[src/rtl/fetch_sequencer_pkg.sv]
// Shared constants for the PIC16F fetch sequencer: NOP encoding, Q-phase values,
// default reset/interrupt vectors and field widths.
package fetch_sequencer_pkg;

  localparam int unsigned InstrWidth   = 14;
  localparam int unsigned JumpLitWidth = 11;
  localparam int unsigned DefPcWidth   = 13;

  localparam logic [InstrWidth-1:0] Nop = 14'h0000;

  // Q phases of the four-clock instruction cycle.
  localparam logic [1:0] QPh1 = 2'd0;
  localparam logic [1:0] QPh2 = 2'd1;
  localparam logic [1:0] QPh3 = 2'd2;
  localparam logic [1:0] QPh4 = 2'd3;

  localparam logic [DefPcWidth-1:0] DefResetVector = 13'h000;
  localparam logic [DefPcWidth-1:0] DefIrqVector   = 13'h004;

endpackage

[src/rtl/fetch_sequencer_if.sv]
// Bus between fetch_sequencer, program memory, instruction_decoder and the call stack.
// Modports:
//   master - the sequencer: drives q_count, prog_addr, instr_current, irq_ack,
//            stack_push, stack_data; samples stall, prog_data, decoder requests, irq/gie.
//   slave  - the surrounding core (memory, decoder, stack, interrupt logic).
interface fetch_sequencer_if #(
  parameter int unsigned PC_WIDTH = 13
);
  import fetch_sequencer_pkg::*;

  logic                    stall;
  logic [1:0]              q_count;
  logic [PC_WIDTH-1:0]     prog_addr;
  logic [InstrWidth-1:0]   prog_data;
  logic [InstrWidth-1:0]   instr_current;
  logic                    instr_rd_en;
  logic                    instr_flush;
  logic                    pc_incr_en;
  logic                    pc_j_en;
  logic [JumpLitWidth-1:0] pc_j_addr;
  logic [1:0]              pclath_hi;
  logic                    irq;
  logic                    gie;
  logic                    irq_ack;
  logic                    stack_push;
  logic [PC_WIDTH-1:0]     stack_data;

  modport master (
    input  stall, prog_data, instr_rd_en, instr_flush, pc_incr_en, pc_j_en, pc_j_addr,
           pclath_hi, irq, gie,
    output q_count, prog_addr, instr_current, irq_ack, stack_push, stack_data
  );

  modport slave (
    output stall, prog_data, instr_rd_en, instr_flush, pc_incr_en, pc_j_en, pc_j_addr,
           pclath_hi, irq, gie,
    input  q_count, prog_addr, instr_current, irq_ack, stack_push, stack_data
  );

endinterface

[src/rtl/fetch_sequencer_q_phase_counter.sv]
// Q-phase counter: 2-bit mod-4 counter with synchronous active-high reset and a hold
// enable. q_last_o flags the Q4 phase.
// Ports: clk, rst, hold_i (freeze count), q_count_o (phase 0..3), q_last_o (phase == Q4).
module fetch_sequencer_q_phase_counter
  import fetch_sequencer_pkg::*;
(
  input  logic       clk,
  input  logic       rst,
  input  logic       hold_i,
  output logic [1:0] q_count_o,
  output logic       q_last_o
);

  logic [1:0] q_d, q_q;

  always_comb begin
    q_d = hold_i ? q_q : q_q + 2'd1;
  end

  always_ff @(posedge clk) begin
    if (rst) begin
      q_q <= QPh1;
    end else begin
      q_q <= q_d;
    end
  end

  assign q_count_o = q_q;
  assign q_last_o  = (q_q == QPh4);

endmodule

[src/rtl/fetch_sequencer.sv]
// PIC16F fetch sequencer: owns Q-phase counter, PC and IR, and applies the decoder's
// requests at Q4 (jump/flush/load/increment, optional interrupt vectoring).
// Ports: clk, rst (synchronous, active high), bus (fetch_sequencer_if.master).
// Build option: define FETCH_SEQ_IRQ_EN to enable interrupt entry; otherwise irq/gie
// are ignored and irq_ack/stack_push stay 0.
module fetch_sequencer
  import fetch_sequencer_pkg::*;
#(
  parameter int unsigned         PC_WIDTH     = 13,
  parameter logic [PC_WIDTH-1:0] RESET_VECTOR = PC_WIDTH'(DefResetVector),
  parameter logic [PC_WIDTH-1:0] IRQ_VECTOR   = PC_WIDTH'(DefIrqVector)
) (
  input logic                clk,
  input logic                rst,
  fetch_sequencer_if.master  bus
);

  logic                  q_last;
  logic                  q4;
  logic                  irq_take;
  logic [PC_WIDTH-1:0]   pc_d, pc_q;
  logic [InstrWidth-1:0] ir_d, ir_q;
  logic [PC_WIDTH-1:0]   pc_inc;
  logic [PC_WIDTH-1:0]   pc_jump;

  fetch_sequencer_q_phase_counter u_q_phase_counter (
    .clk       (clk),
    .rst       (rst),
    .hold_i    (bus.stall),
    .q_count_o (bus.q_count),
    .q_last_o  (q_last)
  );

  // Requests only act in an unstalled Q4 clock; reset overrides everything.
  assign q4      = q_last & ~bus.stall & ~rst;
  assign pc_inc  = pc_q + PC_WIDTH'(1);
  assign pc_jump = PC_WIDTH'({bus.pclath_hi, bus.pc_j_addr});

`ifdef FETCH_SEQ_IRQ_EN
  // A coincident jump wins; the interrupt is retaken next Q4 and pushes the target.
  assign irq_take = q4 & bus.irq & bus.gie & ~bus.pc_j_en;
`else
  logic unused_irq;
  assign unused_irq = bus.irq ^ bus.gie;
  assign irq_take   = 1'b0;
`endif

  always_comb begin
    pc_d = pc_q;
    ir_d = ir_q;
    if (q4) begin
      if (bus.pc_j_en) begin
        pc_d = pc_jump;
        ir_d = Nop;
      end else if (irq_take) begin
        pc_d = IRQ_VECTOR;
        ir_d = Nop;
      end else if (bus.instr_flush) begin
        ir_d = Nop;
        if (bus.pc_incr_en) pc_d = pc_inc;
      end else if (bus.instr_rd_en) begin
        ir_d = bus.prog_data;
        if (bus.pc_incr_en) pc_d = pc_inc;
      end else if (bus.pc_incr_en) begin
        pc_d = pc_inc;
      end
    end
  end

  always_ff @(posedge clk) begin
    if (rst) begin
      pc_q <= RESET_VECTOR;
      ir_q <= Nop;
    end else begin
      pc_q <= pc_d;
      ir_q <= ir_d;
    end
  end

  assign bus.prog_addr     = pc_q;
  assign bus.stack_data    = pc_q;
  assign bus.instr_current = ir_q;
  assign bus.irq_ack       = irq_take;
  assign bus.stack_push    = irq_take;

endmodule

[src/flat_wrapper.sv]
// flat-port wrapper written by rule: the top's interface ports become plain ports
module fetch_sequencer_flat import fetch_sequencer_pkg::*;
#(
  parameter int unsigned         PC_WIDTH     = 13,
  parameter logic [PC_WIDTH-1:0] RESET_VECTOR = PC_WIDTH'(DefResetVector),
  parameter logic [PC_WIDTH-1:0] IRQ_VECTOR   = PC_WIDTH'(DefIrqVector)
)
  (clk, rst, bus_stall, bus_prog_data, bus_instr_rd_en, bus_instr_flush, bus_pc_incr_en, bus_pc_j_en, bus_pc_j_addr, bus_pclath_hi, bus_irq, bus_gie, bus_q_count, bus_prog_addr, bus_instr_current, bus_irq_ack, bus_stack_push, bus_stack_data);
  fetch_sequencer_if #(.PC_WIDTH(PC_WIDTH)) bus_i ();
  input logic clk;
  input logic rst;
  input wire logic [$bits(bus_i.stall)-1:0] bus_stall;
  input wire logic [$bits(bus_i.prog_data)-1:0] bus_prog_data;
  input wire logic [$bits(bus_i.instr_rd_en)-1:0] bus_instr_rd_en;
  input wire logic [$bits(bus_i.instr_flush)-1:0] bus_instr_flush;
  input wire logic [$bits(bus_i.pc_incr_en)-1:0] bus_pc_incr_en;
  input wire logic [$bits(bus_i.pc_j_en)-1:0] bus_pc_j_en;
  input wire logic [$bits(bus_i.pc_j_addr)-1:0] bus_pc_j_addr;
  input wire logic [$bits(bus_i.pclath_hi)-1:0] bus_pclath_hi;
  input wire logic [$bits(bus_i.irq)-1:0] bus_irq;
  input wire logic [$bits(bus_i.gie)-1:0] bus_gie;
  output wire logic [$bits(bus_i.q_count)-1:0] bus_q_count;
  output wire logic [$bits(bus_i.prog_addr)-1:0] bus_prog_addr;
  output wire logic [$bits(bus_i.instr_current)-1:0] bus_instr_current;
  output wire logic [$bits(bus_i.irq_ack)-1:0] bus_irq_ack;
  output wire logic [$bits(bus_i.stack_push)-1:0] bus_stack_push;
  output wire logic [$bits(bus_i.stack_data)-1:0] bus_stack_data;
  assign bus_i.stall = bus_stall;
  assign bus_i.prog_data = bus_prog_data;
  assign bus_i.instr_rd_en = bus_instr_rd_en;
  assign bus_i.instr_flush = bus_instr_flush;
  assign bus_i.pc_incr_en = bus_pc_incr_en;
  assign bus_i.pc_j_en = bus_pc_j_en;
  assign bus_i.pc_j_addr = bus_pc_j_addr;
  assign bus_i.pclath_hi = bus_pclath_hi;
  assign bus_i.irq = bus_irq;
  assign bus_i.gie = bus_gie;
  assign bus_q_count = bus_i.q_count;
  assign bus_prog_addr = bus_i.prog_addr;
  assign bus_instr_current = bus_i.instr_current;
  assign bus_irq_ack = bus_i.irq_ack;
  assign bus_stack_push = bus_i.stack_push;
  assign bus_stack_data = bus_i.stack_data;
  fetch_sequencer #(.PC_WIDTH(PC_WIDTH), .RESET_VECTOR(RESET_VECTOR), .IRQ_VECTOR(IRQ_VECTOR)) u_core (.clk(clk), .rst(rst), .bus(bus_i));
endmodule
[config.mk]
export PLATFORM = sky130hd
export DESIGN_NAME = fetch_sequencer_flat
export DESIGN_NICKNAME = d
export VERILOG_FILES = /design/src/rtl/fetch_sequencer_pkg.sv /design/src/rtl/fetch_sequencer_if.sv /design/src/rtl/fetch_sequencer_q_phase_counter.sv /design/src/rtl/fetch_sequencer.sv /design/src/flat_wrapper.sv
export SDC_FILE = /design/constraint.sdc
export NUM_CORES = 1
export LEC_CHECK = 0
export BUFFER_PORTS_ARGS = -buffer_cell sky130_fd_sc_hd__buf_2
export CAP_MARGIN = 40
export CORE_ASPECT_RATIO = 0.75
export CORE_UTILIZATION = 40
export DETAILED_ROUTE_END_ITERATION = 12
export PLACE_DENSITY = 0.83
export SLEW_MARGIN = 10
export SYNTH_ARGS = -nofsm -noshare
export SYNTH_HDL_FRONTEND = slang
export SYNTH_HIERARCHICAL = 1
export SYNTH_SLANG_ARGS = --single-unit
[constraint.sdc]
create_clock -name clk -period 1.8 [get_ports clk]
set_input_delay 0 -clock clk [delete_from_list [all_inputs] [get_ports clk]]
set_output_delay 0 -clock clk [all_outputs]
set_load 0.005 [all_outputs]
; After elaboration in Yosys (flattened, before gate mapping)
; Cells that the tools add are included.
[word_totals]
ff_bits = 29
inputBits = 36
wordCells = 19
[classes]
n_addsub = 2
n_eq_ne = 1
muxes = 5
n_bitwise = 4
reduce_logical = 4
[op_table]
columns = cell, n
row1 = $mux 14, 3
row2 = $mux 13, 2
row3 = $add 13x1->13 const B, 1
row4 = $reduce_and 2->1, 2
row5 = $reduce_bool 3->1, 1
row6 = $add 2x1->2 const B, 1
row7 = $and 1x1->1, 2
row8 = $eq 2x2->1 const B, 1
row9 = $not 1->1, 2
row10 = $reduce_bool 2->1, 1

; Logic depth before layout (Yosys ltp)
; Gate-level depths: netlist of run 1.
[logic_depth]
ltp_word = 4
ltp_mapped = 7

; Modules after synthesis
; The synthesis of run 1 kept the hierarchy.
[by_module_without_submodules]
columns = mod, instances, cells_each, area_per_inst_um2
row1 = fetch_sequencer, 1, 192, 1470.2
row2 = fetch_sequencer_q_phase_counter, 1, 7, 78.8

; Worst setup path before layout of run 1
; OpenSTA, ideal clock, no wires.
[synth_timing]
kind = flip-flop to flip-flop
startpoint = reg u_core.pc_q[0], in the netlist u_core/bus.prog_addr[0]
endpoint = reg u_core.pc_q[12], in the netlist u_core/bus.prog_addr[12]
arrival_time_ns = 1.752
slack_ns = -0.026
path_stages_with_launch = 6
path_buffers = 0
period_less_slack_ns = 1.826
path_cell_list = dfxtp_1 ha_1 nand3_1 or4_1 or4_1 a31oi_1
[synth_via]
elab_chain_len = 3
[synth_lines]
columns = item, line_no
row1 = from (decl), fetch_sequencer.sv:21  ; logic [PC_WIDTH-1:0] pc_d, pc_q;
row2 = from (signal assigned), fetch_sequencer.sv:75  ; pc_q <= pc_d;
row3 = $add 13x1->13, fetch_sequencer.sv:36  ; assign pc_inc = pc_q + PC_WIDTH'(1);
row4 = $mux 13, "fetch_sequencer.sv:60, fetch_sequencer.sv:63, fetch_sequencer.sv:64"
row5 = $mux 13, fetch_sequencer.sv:52  ; if (bus.pc_j_en) begin
; No other way between the ends. The select of a mux whose other input is x is not followed.
; A chain may end at the register's enable or synchronous reset.

; Worst setup path after layout of run 1
; Ends and elaborated chain as after synthesis.

==> metrics, run 1 <==
Seq cells post-synth 29; most used cell, CP or4_1; clock skew 0.00320 ns; multi-input logic area 821 um2; slowest stage cell, crit path or4_1; DR DRC count 0; Core Box Area between 3000 and 4000 um2; Setup CP Type flip-flop to flip-flop; CTS Buf Count 5; worst reg2reg path depth 5; required time of the critical path 2.02 ns; vias per cell 5.41; CP cell instances ha_1 > nand3_1 > or4_1 > or4_1 > a31oi_1; async set or reset register ratio after synthesis 0%; pwr dens ~600 nW/um2; GR Overflow Total 0; CTS Sinks 29; # fillers 323; Hold Crit Class input port to flip-flop; Die W approximately 74 um; Largest delay share family, worst path simple AND/OR/NAND/NOR gates; Worst Path Buf+Inv 0; via count 1851; endpoints failing hold 0; die footprint 4130 um2; DP Wirelength 3150 um; wire per inst approximately 14 um; period utilisation layout a little over nine tenths; post-synth cell types 38; Clock Tree Buf Depth 2; Crit. End Element flip-flop; Synth Warn # 6; CTS clk-pin slew, worst paths roughly 0.060 ns; post-synthesis sequential area ratio 37.5%; PnR Total Power 1.32 mW; register area 583 um2; vias in the first global route 1653; Post-Syn Area 1550 um2; Ant. Diodes 0; clock root buffer clkbuf_8; minimum clock period after layout 1.74 ns; initial core utilization a little over two fifths; design area 2240 um2; leakage power 1.02 nW; Area Overhead vs Synth 44.8%; peak supply drop 467 uV; Cell Rows 19; io pins 80; setup TNS 0 ns; largest net degree at the start of global routing 31; Routed Antenna Nets 0; port buffer count 75; share of cells above drive strength 1 around two fifths; Initial DRC Count between 150 and 200; prevailing post-synth register cell dfxtp_1; initial antenna violation count 0; First-pass DRT Iterations 4; top-area cell type share of the netlist area 37.5%; Final #Nets around 330; CP Depth 5; RePlAce Congestion 0.833; latest clock arrival within the worst-skew pair a little under 0.3 ns; top post-synthesis cells by area dfxtp_1 37%, a21oi_1 8.4%, buf_4 7.3%, nand4_1 6.5%, nand2_1 6.3%; Slew Viols, Final 0; CP arrival 1.95 ns; Overall Global Routing Usage approximately a quarter; crit path capture u_core/bus.prog_addr[12]; RSZ-0062 raised after global routing no; f_max 576 MHz; Setup-failing EPs final 0; top cells by count, synth 29 x dfxtp_1, 26 x a21oi_1, 26 x nand2_1; H-tree level count 2; CTS tree yes; Worst Setup SP u_core/bus.prog_addr[0]; placed inst area roughly 2000 um2; Startpoint Class flip-flop; WL final 4910 um; Post-synth EDFFs 0; reg-to-reg setup timing slack 0.06 ns; Max Cap Viol 0; Synth Instances 199; Syn Area/Cell 7.78 um2; delay of the slowest cell on the worst path 0.44 ns; Synth area leader dfxtp_1; first-pass GRT wire length about 7800 um; FF-to-FF Start u_core/bus.prog_addr[0]; worst-path fanout max 4; hold slack 0.00605 ns; outcome complete, no violations; Die Y 55.9 um; count leader, synth dfxtp_1; RR Endpoint u_core/bus.prog_addr[12]
per-stage QoR:
stage	worst slack (ns)	std cells	utilization, %
floorplan	0.0526	200	-
global placement	0.132	317	53.7
detailed placement	0.0173	317	53.7
CTS	0.0396	339	59.9
global route	0.00952	342	60.9
finish	0.0640	342	60.9
repair_timing:
item / CTS / global route
endpoints found under the setup margin: 1 / 22
pin swaps: 0 / 0
cloned: 0 / 0
buffers inserted: 0 / 3
hold endpoints to repair: 14 / 0
resized for setup: 1 / 5
hold buffers: 14 / 0
power by group:
group	internal, mW	switching [mW]	total, mW
clock	0.267	0.249	0.516
combinational	0.0776	0.0757	0.153
sequential	0.648	0.00448	0.652
cell usage in the layout (no fill, tap or decap), types with 4 or more instances in the layout:
cell type / count
buf_4: 21
nor2_1: 11
nand4_1: 16
a21oi_1: 26
nand3_1: 5
dlygate4sd3_1: 14
clkbuf_8: 5
nand2_1: 26
nand3b_1: 4
a31oi_1: 4
dfxtp_1: 27
o21ai_0: 6
buf_2: 75
o31ai_1: 4
worst reg2reg max path, stage by stage, from the launching register on:
cell	delay, ns
dfxtp_2	0.33
ha_1	0.22
nand3_1	0.12
or4_1	0.44
or4_1	0.41
a31oi_1	0.14
registers in the layout, summed over array words and instances, names as in the netlist:
register and flops:
u_core/bus.instr_current 14, u_core/bus.prog_addr 13, u_core/u_q_phase_counter/q_count_o 2
routing by layer:
layer	wire length (um)	vias up	global-route usage [%]	part of all wire (%)
met5	0	-	0	0
met1	2100	847	32.0	43
met3	362	16	7.79	7.4
met4	159	0	11.5	3.2
li1	-	895	-	-
met2	2290	93	38.7	47
worst min path at each step:
stage | start | cells after the start | slack (ns) | to
2_1_floorplan | rst | 1 | 0.07 | u_core/u_q_phase_counter/q_count_o[0]
3_3_place_gp | bus_prog_data[10] | 3 | 0.26 | u_core/bus.instr_current[10]
3_5_place_dp | bus_prog_data[11] | 3 | 0.27 | u_core/bus.instr_current[11]
4_1_cts | bus_pc_j_addr[7] | 3 | 0.0006 | u_core/bus.prog_addr[7]
5_1_grt | bus_pc_j_addr[7] | 3 | 0.03 | u_core/bus.prog_addr[7]
6_report | bus_pc_j_addr[7] | 3 | 0.006 | u_core/bus.prog_addr[7]
cell type report:
type | count | area share (%)
multi-input cells | 140 | 36.6
well taps | 52 | 2.90
flip-flops and latches | 29 | 26.0
repair buffers | 111 | 30.5
clock buffers | 6 | 3.23
clock inverters | 2 | 0.446
inverters | 2 | 0.335
cell families (layout without fill, tap and decap cells):
group                    count (synthesis)  count (layout)  share of synthesized area, %
multiplexers                             3               3                          1.94
flip-flops                              29              29                          37.5
other                                    1               2                         0.242
buffers and inverters                   31             121                          11.2
adder cells (fa/ha/maj)                  2               2                          1.62
AND/OR/NAND/NOR                         79              79                          26.7
XOR/XNOR                                 1               1                         0.566
AO/OA/AOI/OAI                           53              53                          20.2
(Power assumes the default switching activity.)
==> inputs of run 2 (changes only) <==
- ABC_AREA: unset -> 1
- CORE_UTILIZATION: 40 -> 41
==> run 2 against run 1 <==
Clock skew increased by 0.0045 ns; non-clock buffer count decreased by 14; synthesized cell count increased by 23%; core utilization decreased by 1.2 points; cell count increased by 10%; die area increased by 2.4%; combinational power decreased by 3%; critical path type unchanged; largest power group is now the clock network; highest routed layer unchanged.
==> metrics, run 2 <==
vias per cell 4.91 (-9.3%); top-area cell type share of the netlist area 35.7% (-1.8 points); RR Endpoint u_core/bus.instr_current[7]; Startpoint Class flip-flop; vias in the first global route 1691 (+2.3%); RePlAce Congestion 0.829 (-0.55%); f_max 639 MHz (+11%); PostCTS Resize Cnt 0 (-1); endpoints failing hold 0 (unchanged); Core Box Area 3730 um2 (+1.3%); Routed Antenna Nets 0 (unchanged); delay of the slowest cell on the worst path 0.37 ns (-0.07 ns); CP cell instances ha_1 > inv_1 > nor3_2 > inv_2 > a21oi_4 > buf_4 > nand3_1 > a21oi_1; Synth area leader dfxtp_1; CTS tree yes; post-CTS setup buffer count 0 (unchanged); Syn Area/Cell 6.64 um2 (-15%); Synth Instances 245 (+23%); most common library cell in the layout ignoring fill and taps buf_2; GR Overflow Total 0 (unchanged); Clock Tree Buf Depth 2 (unchanged); latest clock arrival within the worst-skew pair 0.29 ns (about the same); post-synth cell types 26 (-32%); required time of the critical path 2.02 ns (about the same); CP arrival 1.78 ns (-0.17 ns); Ant. Diodes 0 (unchanged); Post-Syn Area 1630 um2 (+5.0%); Area Overhead vs Synth 36.8%; pwr dens 681 nW/um2 (+16%); FF-to-FF Start u_core/u_q_phase_counter/q_count_o[0]; Max Cap Viol 0 (unchanged); largest net degree at the start of global routing 27 (-13%); design area 2230 um2 (-0.78%); clock skew 0.00768 ns (+0.00449 ns); top cells by count, synth 60 x nand2_1, 31 x nor2_1, 29 x dfxtp_1; hold path endpoint u_core/bus.prog_addr[8]; initial antenna violation count 0 (unchanged); period utilisation layout 86.9% (-9.5 points); Final #Nets 362 (+11%); Post-synth EDFFs 0 (unchanged); worst reg2reg path depth 8 (+3); die footprint 4230 um2 (+2.4%); Synth Warn # 6 (unchanged); RSZ-0062 raised after global routing no; minimum clock period after layout 1.56 ns (-0.171 ns); Crit. End Element flip-flop; most frequent cells in the layout 75 x buf_2, 60 x nand2_1, 31 x nor2_1; first-pass GRT wire length 7320 um (-5.7%); First-pass DRT Iterations 4 (unchanged); CTS Buf Count 5 (unchanged); prevailing post-synth register cell dfxtp_1; top post-synthesis cells by area dfxtp_1 36%, nand2_1 14%, a21oi_1 7.7%, nand3_1 7.4%, buf_4 7.4%; Overall Global Routing Usage 22.7% (-2.4 points); wire per inst 11.9 um (-17%); CTS Sinks 29 (unchanged); CTS clk-pin slew, worst paths 0.07 ns (about the same); Die Y 56.5 um (+1.2%); worst-path fanout max 8 (+4); setup TNS 0 ns (unchanged); Cell Rows 19 (unchanged); Hold Crit Class input port to flip-flop; clock root buffer clkbuf_8; Initial DRC Count 109 (-39%); Setup CP Type flip-flop to flip-flop; count leader, synth nand2_1; Seq cells post-synth 29 (unchanged); Die W 74.7 um (+1.2%); max FFs per register 14 (unchanged); Slew Viols, Final 0 (unchanged); hold path depth 5 (+2); share of cells above drive strength 1 28.9% (-10 points); placed inst area 1940 um2 (-2.1%); PnR Total Power 1.52 mW (+15%); peak supply drop 441 uV (-5.7%); async set or reset register ratio after synthesis 0% (unchanged); io pins 80 (unchanged); Setup-failing EPs final 0 (unchanged); DR DRC count 0 (unchanged); # fillers 378 (+17%); H-tree level count 2 (unchanged); WL final 4500 um (-8.4%); leakage power 1.02 nW (-0.43%); via count 1850 (-0.054%); reg-to-reg setup timing slack 0.24 ns (+0.17 ns); slowest stage cell, crit path dfxtp_1; Hold-fix buffers, CTS 17 (+3); outcome complete, no violations; launch point of the worst hold path bus_pc_j_addr[8]; post-synthesis sequential area ratio 35.7% (-1.8 points); port buffer count 75 (unchanged); initial core utilization 43.6% (+1.5 points); DP Wirelength 2940 um (-6.7%)
==> run 2: cells by family (layout without fill, tap and decap cells) <==
group | Yosys count | after routing | share of synthesized area (%)
simple gates | 128 | 128 | 33.8
buf+inv | 44 | 123 | 14.8
compound gates | 41 | 41 | 13.9
flops | 29 | 29 | 35.7
fa+ha+maj | 2 | 2 | 1.54
other cells | 1 | 2 | 0.231
==> run 2: area by class of cell <==
type / count / area, um2 / share of cell area (%)
inverters: 18 / 67.6 / 3.04
well taps: 52 / 65.1 / 2.92
clock inverters: 2 / 37.5 / 1.69
repair buffers: 97 / 583 / 26.2
clock buffers: 6 / 82.6 / 3.71
flip-flops and latches: 29 / 581 / 26.1
multi-input cells: 173 / 810 / 36.4
==> run 2: critical path: cells and delay by family, from the launching register on <==
kind,cells,cell delay (ns)
adders and majority gates,1,0.16
AOI/OAI and AO/OA,2,0.39
DFF,1,0.37
buffers and inverters,3,0.33
and+or+nand+nor,2,0.24
==> run 2: through the flow <==
stage | setup slack (ns) | utilization [%] | instances | hold slack [ns]
after floorplan | 0.396 | - | 246 | 0.129
after global placement | 0.291 | 51.7 | 351 | 0.242
after detailed placement | 0.263 | 51.9 | 352 | 0.246
after CTS | 0.255 | 59.6 | 377 | 0.0694
after global routing | 0.100 | 59.6 | 377 | 0.0921
final | 0.235 | 59.6 | 377 | 0.0747
==> run 2: report_power, final <==
part | total (mW) | switching, mW | leakage (nW) | internal [mW]
sequential | 0.654 | 0.00573 | 0.234 | 0.648
combinational | 0.148 | 0.0731 | 0.727 | 0.0749
clock | 0.714 | 0.264 | 0.0574 | 0.450
==> run 2: layer usage <==
metal	GRT usage, %	vias to the layer above	routed length (um)
li1	-	937	-
met1	27.6	815	1970
met3	7.18	10	339
met5	0	-	0
met2	37.5	88	2130
met4	7.82	0	69
==> run 2: how the worst max path moves through the flow <==
stage	startpoint	to	slack, ns	cells past startpoint
final	u_core/u_q_phase_counter/q_count_o[0]	u_core/bus.instr_current[7]	0.24	8
after global routing	u_core/u_q_phase_counter/q_count_o[0]	u_core/bus.instr_current[0]	0.10	8
after CTS	u_core/u_q_phase_counter/q_count_o[0]	u_core/bus.instr_current[1]	0.26	8
after detailed placement	u_core/u_q_phase_counter/q_count_o[0]	u_core/bus.instr_current[1]	0.26	8
after global placement	u_core/u_q_phase_counter/q_count_o[0]	u_core/bus.prog_addr[0]	0.29	6
after floorplan	u_core/u_q_phase_counter/q_count_o[0]	u_core/bus.instr_current[10]	0.40	9
==> inputs of run 3 (changes only) <==
- CORE_MARGIN: unset -> 2
- PLACE_DENSITY: 0.83 -> 0.84
- SLEW_MARGIN: 10 -> unset
- SYNTH_HIERARCHICAL: 1 -> unset
==> run 3 against run 2 <==
Via count shrank 0.65%; fmax is 8.1% higher; global-route usage is 3.2 points lower; non-clock buffer count decreased by 4; critical path type unchanged; sequential share of layout area is 0.86 points higher; die area increased by 5.6%; largest cell class unchanged.
==> metrics, run 3 <==
CP arrival 1.61 ns (-0.17 ns); wire length on met2 2010 um (-5.5%); Synth Warn # 0 (-6); Cell Rows 19 (unchanged); via count 1838 (-0.65%); Core Box Area 3710 um2 (-0.64%); post-synth cell types 24 (-7.7%); Comb pwr share 10.2% (+0.4 points); pre-CTS setup slack 0.368 ns (+0.105 ns); endpoints failing hold 0 (unchanged); Clock Power Share 41.4% (-5.7 points); H-tree level count 2 (unchanged); Final #Nets 353 (-2.5%); hold path depth 3 (-2); RePlAce Congestion 0.810 (-2.2%); Synth Area in Compound Gates 14.9% (+0.95 points); Post-Synth Adder-Cell Area 1.55% (+0.011 points); first-pass GRT wire length 7030 um (-3.9%); Routed Antenna Nets 0 (unchanged); top-area cell type share of the netlist area 35.9% (+0.25 points); largest family of logic cells by synthesized area simple AND/OR/NAND/NOR gates; sequential share of power 48.3% (+5.2 points); pwr dens 628 nW/um2 (-7.8%); Synth Instances 239 (-2.4%); Clock Tree Buf Depth 2 (unchanged); Setup-failing EPs final 0 (unchanged); period utilisation layout 80.4% (-6.5 points); met1 WL 1800 um (-8.2%); setup TNS 0 ns (unchanged); Crit. End Element flip-flop; final worst setup slack 0.352 ns (+0.117 ns); post-synthesis sequential area ratio 35.9% (+0.25 points); vias per cell 4.99 (+1.8%); Die Y 58.4 um (+3.2%); top post-synthesis cells by area dfxtp_1 36%, nand2_1 14%, buf_4 8.4%, a21oi_1 7.4%, nand3_1 7.4%; worst reg2reg path depth 6 (-2); max FFs per register 14 (unchanged); DR DRC count 0 (unchanged); met3 wire len 456 um (+35%); outcome complete, no violations; Internal Dissipation 1.03 mW (-12%); First-pass DRT Iterations 5 (+1); CTS Sinks 29 (unchanged); Synth area leader dfxtp_1; io pins 80 (unchanged); prevailing post-synth register cell dfxtp_1; Die W 76.5 um (+2.3%); wire per inst 11.7 um (-2.3%); required time of the critical path 1.97 ns (-0.05 ns); design area 2150 um2 (-3.2%); Slew Viols, Final 0 (unchanged); Post-Syn Area 1620 um2 (-0.69%); Seq cells post-synth 29 (unchanged); RR Endpoint u_core.bus.prog_addr[6]; Syn Area/Cell 6.76 um2 (+1.8%); share of cells above drive strength 1 31.6% (+2.7 points); Overall Global Routing Usage 19.5% (-3.2 points); initial antenna violation count 0 (unchanged); PostCTS Resize Cnt 0 (unchanged); die footprint 4460 um2 (+5.6%); P_sw 0.326 mW (-4.8%); mux contribution to synthesized area 0% (unchanged); Max Cap Viol 0 (unchanged); Ant. Diodes 0 (unchanged); count leader, synth nand2_1; WL final 4290 um (-4.6%); minimum clock period after layout 1.45 ns (-0.117 ns); hold path endpoint u_core.bus.instr_current[11]; f_max 691 MHz (+8.1%); CTS tree yes; launch point of the worst hold path bus_prog_data[11]; Hold Crit Class input port to flip-flop; RSZ-0062 raised after global routing no; leakage power 0.958 nW (-5.9%); reg-to-reg setup timing slack 0.35 ns (+0.12 ns); port buffer count 75 (unchanged); Post-synth EDFFs 0 (unchanged); clock root buffer clkbuf_8; peak supply drop 560 uV (+27%); top cells by count, synth 60 x nand2_1, 29 x dfxtp_1, 24 x a21oi_1, 24 x nand3_1, 21 x nor2_1; xor/xnor cell area share of the yosys netlist 0% (unchanged); Worst Setup SP u_core.bus.prog_addr[0]; CTS Buf Count 5 (unchanged); clock skew 0.00979 ns (+0.00211 ns); latest clock arrival within the worst-skew pair 0.28 ns (about the same); Net Sw Frac 24.1% (+1.5 points); vias in the first global route 1524 (-9.9%); worst-path fanout max 6 (-2); most frequent cells in the layout 75 x buf_2, 60 x nand2_1, 29 x dfxtp_1; DP Wirelength 2910 um (-0.94%); GR Overflow Total 0 (unchanged); Startpoint Class flip-flop; highest routed layer met4; Setup CP Type flip-flop to flip-flop; initial core utilization 43.6% (about the same); FF-to-FF Start u_core.bus.prog_addr[0]; Area Overhead vs Synth 33.4%; most common library cell in the layout ignoring fill and taps buf_2; async set or reset register ratio after synthesis 0% (unchanged); placed inst area 1920 um2 (-0.91%); CTS clk-pin slew, worst paths 0.07 ns (about the same); Initial DRC Count 163 (+50%); largest net degree at the start of global routing 24 (-11%); post-synthesis simple-gate area fraction 33.3% (-0.54 points)
==> run 3: logic make-up after synthesis <==
family          Yosys count
fa+ha+maj                 2
flops                    29
other cells               1
simple gates            122
compound gates           45
buf+inv                  40
==> run 3: worst max-delay path by stage <==
stage                                               to  slack, ns
final                          u_core.bus.prog_addr[6]       0.35
after floorplan           u_core.bus.instr_current[10]       0.54
after detailed placement       u_core.bus.prog_addr[6]       0.37
after global routing           u_core.bus.prog_addr[6]       0.19
after global placement         u_core.bus.prog_addr[6]       0.41
after CTS                      u_core.bus.prog_addr[6]       0.36
==> run 3: layout make-up <==
cell class                 instances  area [um2]
sequential                        29         581
multi-input combinational        171         811
clock buffer                       6        82.6
tap                               52        65.1
clock inverter                     2        13.8
inverter                          15        56.3
fill                             369        1550
timing repair buffer              93         546
==> run 3: power groups by stage <==
| stage | clock network, mW | logic (mW) | registers [mW] |
|---|---|---|---|
| floorplan | 0 | 0.0614 | 0.668 |
| global placement | 0 | 0.112 | 0.668 |
| detailed placement | 0 | 0.113 | 0.668 |
| CTS | 0.568 | 0.136 | 0.654 |
| global route | 0.600 | 0.152 | 0.655 |
| finish | 0.560 | 0.138 | 0.654 |
==> run 3: worst max-delay path: stages (launching register included) <==
cell     delay (ns)
dfxtp_1        0.42
ha_1           0.22
nand3_1        0.11
nor2_1         0.24
o21ai_0        0.14
o21ai_0        0.16
a21oi_1        0.05
==> run 3: what timing repair did <==
item | 4_1_cts | 5_1_grt
hold buffers | 14 | 0
setup buffers | 0 | 0
endpoints found under the hold margin | 14 | 0
==> run 3: routing by layer <==
metal  track usage, %  up-vias
met5                0        -
met4             3.90        0
met3             7.06        6
met2             32.9       99
met1             24.7      812
li1                 -      921
==> run 3: through the flow <==
stage	hold slack (ns)	total power, mW	util (%)	std cells
after floorplan	0.0691	0.730	-	240
after global placement	0.268	0.780	51.7	346
after detailed placement	0.276	0.781	51.7	346
after CTS	0.00141	1.36	58.1	368
after global routing	0.0241	1.41	58.1	368
final	0.0175	1.35	58.1	368
